--- src/rtl/hw_irq_pkg.sv ---
// Shared types and defaults for the interrupt pending controller.
package hw_irq_pkg;

    localparam int IRQ_IDX_W = 3;

    typedef enum logic [1:0] {
        IRQ_IDLE   = 2'd0,
        IRQ_OFFER  = 2'd1,
        IRQ_ACTIVE = 2'd2
    } irq_state_e;

endpackage

--- src/rtl/hw_irq_sel.sv ---
// Highest-index priority selector over the eligible request vector.
module hw_irq_sel
    import hw_irq_pkg::*;
#(
    parameter int n = IRQ_IDX_W
) (
    input  logic [2**n-1:0] elig,
    output logic [n-1:0]    sel_idx,
    output logic            sel_any
);

    // Later (higher) indices override earlier ones, so the top set bit wins.
    always_comb begin
        sel_idx = {n{1'b0}};
        sel_any = |elig;
        for (int i = 0; i < 2**n; i++) begin
            sel_idx = elig[i] ? n'(i) : sel_idx;
        end
    end

endmodule

--- src/rtl/hw_irq_pending_ctrl.sv ---
// Interrupt pending register, priority select, valid/ready offer and in-service tracking.
// Define HW_IRQ_LEVEL_EN for level-sensitive capture instead of edge-triggered sticky pending.
module hw_irq_pending_ctrl
    import hw_irq_pkg::*;
#(
    parameter int n = IRQ_IDX_W
) (
    input  logic            clk,
    input  logic            rst_n,
    input  logic [2**n-1:0] irq_in,
    input  logic [2**n-1:0] irq_mask,
    output logic            irq_valid,
    output logic [n-1:0]    irq_id,
    input  logic            irq_ready,
    input  logic            irq_eoi,
    output logic            isr_active,
    output logic [2**n-1:0] irq_pending
);

    localparam int NL = 2**n;

    irq_state_e      state_q, state_d;
    logic [NL-1:0]   pending_q, pending_d;
    logic [n-1:0]    id_q, id_d;
    logic            valid_q, valid_d;
    logic            active_q, active_d;

    logic [NL-1:0]   elig_s;
    logic [n-1:0]    sel_idx_s;
    logic            sel_any_s;
    logic            xfer_s;

    assign elig_s = pending_q & irq_mask;
    assign xfer_s = valid_q & irq_ready;

    hw_irq_sel #(.n(n)) u_sel (
        .elig    (elig_s),
        .sel_idx (sel_idx_s),
        .sel_any (sel_any_s)
    );

`ifdef HW_IRQ_LEVEL_EN
    // Pending simply mirrors the request lines; acceptance does not clear it.
    always_comb begin
        pending_d = irq_in;
    end
`else
    logic [NL-1:0]   prev_in_q;
    logic [NL-1:0]   set_s;
    logic [NL-1:0]   clr_s;

    assign set_s = irq_in & ~prev_in_q;

    // Clear the accepted bit; a new edge on the same bit takes precedence.
    always_comb begin
        clr_s = {NL{1'b0}};
        if (xfer_s) begin
            clr_s[id_q] = 1'b1;
        end else begin
            clr_s = {NL{1'b0}};
        end
        pending_d = (pending_q & ~clr_s) | set_s;
    end

    // Previous-sample register for rising-edge detection.
    always_ff @(posedge clk) begin
        if (!rst_n) begin
            prev_in_q <= {NL{1'b0}};
        end else begin
            prev_in_q <= irq_in;
        end
    end
`endif

    // Offer/service FSM; outputs are next-state decoded and then registered.
    always_comb begin
        state_d  = state_q;
        id_d     = id_q;
        valid_d  = 1'b0;
        active_d = 1'b0;
        case (state_q)
            IRQ_IDLE: begin
                if (sel_any_s) begin
                    id_d    = sel_idx_s;
                    state_d = IRQ_OFFER;
                    valid_d = 1'b1;
                end else begin
                    state_d = IRQ_IDLE;
                end
            end
            IRQ_OFFER: begin
                if (xfer_s) begin
                    state_d  = IRQ_ACTIVE;
                    active_d = 1'b1;
                end else begin
                    valid_d = 1'b1;
                end
            end
            IRQ_ACTIVE: begin
                if (irq_eoi) begin
                    state_d = IRQ_IDLE;
                end else begin
                    active_d = 1'b1;
                end
            end
            default: begin
                state_d = IRQ_IDLE;
            end
        endcase
    end

    // State, pending and output registers.
    always_ff @(posedge clk) begin
        if (!rst_n) begin
            state_q   <= IRQ_IDLE;
            pending_q <= {NL{1'b0}};
            id_q      <= {n{1'b0}};
            valid_q   <= 1'b0;
            active_q  <= 1'b0;
        end else begin
            state_q   <= state_d;
            pending_q <= pending_d;
            id_q      <= id_d;
            valid_q   <= valid_d;
            active_q  <= active_d;
        end
    end

    assign irq_valid   = valid_q;
    assign irq_id      = id_q;
    assign isr_active  = active_q;
    assign irq_pending = pending_q;

endmodule

--- config.mk ---
export PLATFORM = sky130hd
export DESIGN_NAME = hw_irq_pending_ctrl
export DESIGN_NICKNAME = d
export VERILOG_FILES = /design/src/rtl/hw_irq_pkg.sv /design/src/rtl/hw_irq_sel.sv /design/src/rtl/hw_irq_pending_ctrl.sv
export SDC_FILE = /design/constraint.sdc
export NUM_CORES = 1
export LEC_CHECK = 0
export BUFFER_PORTS_ARGS = -buffer_cell sky130_fd_sc_hd__clkbuf_2
export CORE_ASPECT_RATIO = 1.2
export CORE_MARGIN = 5
export CORE_UTILIZATION = 48
export DETAILED_ROUTE_END_ITERATION = 10
export GPL_TIMING_DRIVEN = 0
export PLACE_DENSITY = 0.8
export SLEW_MARGIN = 0
export SYNTH_ARGS = -nofsm -noshare
export SYNTH_HDL_FRONTEND = slang
export SYNTH_HIERARCHICAL = 1
export SYNTH_SLANG_ARGS = --single-unit
--- constraint.sdc ---
create_clock -name clk -period 1.5 [get_ports clk]
set_clock_uncertainty 0.05 [all_clocks]
set_input_delay 0.075 -clock clk [delete_from_list [all_inputs] [get_ports clk]]
set_output_delay 0.075 -clock clk [all_outputs]
set_load 0.01 [all_outputs]
## Word-level counts from Yosys, hierarchy flattened

Cells that the tools add are included.

| operators by class | value |
|---|---|
| magnitude comparators | 2 |
| equal/unequal tests | 4 |
| muxes and demuxes | 20 |
| bitwise logic cells | 7 |
| reductions and logical operators | 5 |

Operators with widths:

| cell | count |
|---|---|
| bitwise AND 8 bit | 3 |
| two-way mux 3 bit | 6 |
| NOT 8 bit | 2 |
| two-way mux 8 bit | 1 |
| bitwise OR 8 bit | 1 |
| OR reduction 8 bit | 1 |
| two-way mux 1 bit | 7 |
| one-hot mux 2 bit (3 select lines) | 1 |
| less-than comparator 3 x 4 -> 1 bit, second input constant | 1 |
| two-way mux 2 bit | 2 |
| != test 2 bit, second input constant | 2 |
| one-hot mux 1 bit (2 select lines) | 2 |
| AND reduction 2 bit | 2 |
| demux 1 bit (select 3 bit) | 1 |
| >= comparator 3 x 1 -> 1 bit, second input constant | 1 |
| == test 2 x 1 -> 1 bit, second input constant | 1 |
| == test 2 bit, second input constant | 1 |
| zero test 2 bit | 1 |
| bitwise AND 1 bit | 1 |
| logical AND 1 bit | 1 |

| storage, ports and cells | value |
|---|---|
| register bits after elaboration | 23 |
| bits of input ports | 20 |
| output and inout bits | 13 |

## Logic depth before layout (Yosys ltp)

| depth | value |
|---|---|
| depth after elaboration | 8 |
| gate-level depth with buffers | 6 |
| gate-level depth less buffers | 6 |

## Modules after synthesis

The synthesis kept the hierarchy.

By module, submodules not included:

| module | instances | cells each | area an instance (µm²) | sequential area each (µm²) |
|---|---|---|---|---|
| hw_irq_pending_ctrl | 1 | 102 | 947.2 | 460.4 |
| hw_irq_sel | 1 | 12 | 57.6 | 0.0 |

## Least setup slack after synthesis

No wires, ideal clock.

| timing path | value |
|---|---|
| kind | register to register |
| start | register pending_q[6], in the netlist irq_pending[6] |
| end | register id_q[2], in the netlist irq_id[2] |
| setup time | 0.070 ns |
| data arrival time | 1.151 ns |
| required time | 1.380 ns |
| path slack | 0.230 ns |
| stages on the path, launching flop included | 7 |
| cells stage by stage | dfxtp_1 and2_1 nor2_1 nand4_1 nand2_1 nand2_1 a21boi_1 |

| on the way | value |
|---|---|
| cells in the longest elaborated chain, start to end | 3 |
| elaborated cells between the ends (all ways) | 5 |
| classes of those cells | 2 x mux; 1 x bitwise; 2 x reduce/logical |

Ends and longest elaborated chain:

| element | line | text |
|---|---|---|
| start, declared | hw_irq_pending_ctrl.sv:23 | `logic [NL-1:0] pending_q, pending_d;` |
| start signal, assigned | hw_irq_pending_ctrl.sv:116 | `pending_q <= {NL{1'b0}};` |
| start signal, assigned | hw_irq_pending_ctrl.sv:122 | `pending_q <= pending_d;` |
| bitwise AND 8 bit | hw_irq_pending_ctrl.sv:33 | `assign elig_s = pending_q & irq_mask;` |
| via elig_s[6] | hw_irq_pending_ctrl.sv:28 | `logic [NL-1:0] elig_s;` |
| OR reduction 8 bit | hw_irq_sel.sv:15 | `sel_any = \|elig;` |
| via sel_any_s | hw_irq_pending_ctrl.sv:30 | `logic sel_any_s;` |
| AND reduction 2 bit (no line) | - |  |
| end signal, assigned | hw_irq_pending_ctrl.sv:117 | `id_q <= {n{1'b0}};` |
| end signal, assigned | hw_irq_pending_ctrl.sv:123 | `id_q <= id_d;` |
| end, declared | hw_irq_pending_ctrl.sv:24 | `logic [n-1:0] id_q, id_d;` |

The timed path passes the listed nets, and every way through them passes these cells.
A chain may end at the register's enable or synchronous reset.

## Worst setup path after layout

| timing path | value |
|---|---|
| start | register pending_q[6], in the netlist irq_pending[6] |
| end | register id_q[1], in the netlist irq_id[1] |

Same word-level chain as after synthesis.

==> results.toml <==
[detailed_routing]
wl_per_cell_um = 11.8
drt_iter0_drc = 9
wl_mm = 2.11
postRouteAntennaNets = 0
drt_first_pass_iters = 4
num_vias = 897
avgViaCountPerCell = 5.01
drc = 0

[finish]
drive_gt1_share_pct = 24.5
syn2layout_area_growth_pct = 29.8
final_cell_mix = "32 x clkbuf_2, 23 x dfxtp_1, 16 x and2_1, 12 x nand2_1"
nFillCells = 188
fin_cells = 179
final_common_cell = "clkbuf_2"
fin_area_mm2 = 0.00130
num_antenna_cells = 0
finish.utilization_pct = 64.3
fin_nets = 184

[placed_design]
placed_cell_area_mm2 = 0.00119
dp.cells = 166
dp_hpwl_mm = 1.64
place_congestion = 0.754
io_buffers = 32

[outcome]
status = "finished, final reports clean"

[logic_synthesis]
ys_seq_area_share_pct = 45.8
yosys_warnings = 6
ys_types = 23
syn_area_mm2 = 0.00100
synth_area_per_cell_um2 = 8.81
syn_inst = 114
syn_nets = 138
synth-seq-cells = 23

[setup_path]
critPathKind = "flip-flop to flip-flop"
cp_max_fo = 5
cp.arrival_ns = 1.62
required_ns = 1.68
rr_worst_depth = 6
start_kind = "flip-flop"
setup.worst_path.end_class = "flip-flop"

[clock_network]
cts.sinks = 23
clkLatencyLatePin_ns = 0.30
cts-root-buf = "clkbuf_4"
cts_buffers = 3
cts_tree = "yes"
cts_resized = 0
cts.reportedPaths.clkPinSlew_ns = 0.12
clockBufferDepth = 2
htreeDepth = 1

[floorplan]
dieArea_mm2 = 0.00311
boundaryPins = 33
fp.dieH_um = 60.1
core_area_mm2 = 0.00203
rows = 18
die_w_um = 51.8
initial_utilization_pct = 49.6

[hold_path]
min_path_cells = 3
min_path_type = "primary input to flip-flop"

[sta]
drv_slew = 0
setup_viol = 0
fin_crit_ns = 1.43
hold_viol = 0
relSlewSlack_pct = 83.5
fmax_ghz = 0.697
tightest_slew_ns = 0.247
final.setup.tns_ns = 0
period_share_pct = 95.6

[power_and_ir_drop]
power_density_mw_per_mm2 = 1130
p_leak_uw = 0.000593
internal-power_uw = 997
seqPwrFrac_pct = 51.8
p_sw_share_pct = 32.1
comb_power_share_pct = 29.7
clockPowerShare_pct = 18.5
vdd_drop_max_uv = 775
switching_power_uw = 471

[global_route]
grt_use_total_pct = 15.3
grt_pass1_wl_mm = 3.61
antenna_found_initial = 0
grt_max_degree = 13
grt_pass1_vias = 900
grt.overflow.total = 0

[flow_run]
cap_violations = 0
[worst paths after layout]
kind	slack (ns)	from	endpoint
worst max-delay path	0.07	irq_pending[6]	irq_id[1]
worst min-delay path	0.01	irq_ready	isr_active
worst max register to register	0.07	irq_pending[6]	irq_id[1]
worst min register to register	0.44	state_q[1]	state_q[1]
[sequential cells by signal (all words and copies together), names as in the netlist]
| signal | count |
|---|---|
| irq_id | 3 |
| prev_in_q | 8 |
| irq_pending | 8 |
| irq_valid | 1 |
| state_q | 2 |
| isr_active | 1 |
[metrics by stage]
| stage | worst slack (ns) | total power, µW | hold WS, ns |
|---|---|---|---|
| 3_3_place_gp | 0.172 | 1180 | 0.238 |
| 5_1_grt | -0.0114 | 1590 | 0.0204 |
| 3_5_place_dp | 0.116 | 1190 | 0.245 |
| 4_1_cts | 0.0959 | 1480 | 0.00962 |
| 6_report | 0.0654 | 1470 | 0.0139 |
| 2_1_floorplan | 0.230 | 1050 | 0.147 |
[layout make-up]
type	instances	area [µm²]	area share, %
Buffer	2	12.5	0.960
Clock buffer	4	26.3	2.02
Inverter	4	15.0	1.15
Multi-Input combinational cell	85	517	39.6
Sequential cell	23	460	35.3
Tap cell	20	25.0	1.92
Timing Repair Buffer	41	248	19.0
[logic make-up (layout without fill, tap and decap cells)]
| logic type | after synthesis | after routing | share of synthesized area (%) |
|---|---|---|---|
| fa+ha+maj | 4 | 4 | 4.98 |
| simple gates | 55 | 55 | 29.0 |
| buf+inv | 6 | 51 | 2.74 |
| compound gates | 24 | 24 | 15.4 |
| flops | 23 | 23 | 45.8 |
| mux | 2 | 2 | 1.99 |
[power groups by stage]
stage,registers [µW],logic [µW],clock network [µW]
after floorplan,783,264,0
after global placement,773,406,0
after detailed placement,778,415,0
after CTS,763,434,287
after global routing,778,490,319
final,761,436,271
[repair_timing]
item	CTS	global route
endpoints found under the setup margin	0	3
hold endpoints to repair	14	0
setup buffers	0	1
hold buffers	8	0
[cells in the mapped netlist]
cell type | count | area, µm²
nand2_1 | 12 | 45.0
clkinv_1 | 1 | 3.75
buf_4 | 1 | 7.51
and2_1 | 16 | 100
mux2i_1 | 2 | 20.0
o31ai_1 | 2 | 15.0
nand3_1 | 5 | 25.0
o21ai_0 | 8 | 40.0
nand4_1 | 1 | 6.26
dfxtp_1 | 23 | 460
buf_2 | 1 | 5.00
a21boi_1 | 3 | 22.5
ha_1 | 4 | 50.1
nand2b_1 | 8 | 50.1
a31oi_1 | 1 | 6.26
a21oi_2 | 1 | 8.76
a21oi_1 | 2 | 10.0
nor2_1 | 7 | 26.3
a21boi_0 | 7 | 52.6
nand3b_1 | 1 | 7.51
nor2b_1 | 3 | 18.8
inv_1 | 3 | 11.3
nor4_1 | 2 | 12.5
[critical path, cell delays in order, from the launching register on]
cell	delay, ns
dfxtp_1	0.33
and2_1	0.16
nor2_1	0.19
nand4_1	0.23
nand2_1	0.19
nand2_1	0.07
a21boi_1	0.15
[metal layers]
layer	GRT usage (%)	vias to the layer above	wire, µm	part of all wire, %
li1	-	474	-	-
met1	16.6	400	927	44
met2	28.0	19	1040	49
met3	4.24	4	112	5.3
met4	5.62	0	34	1.6
met5	0	-	0	0
(Power assumes the default switching activity.)
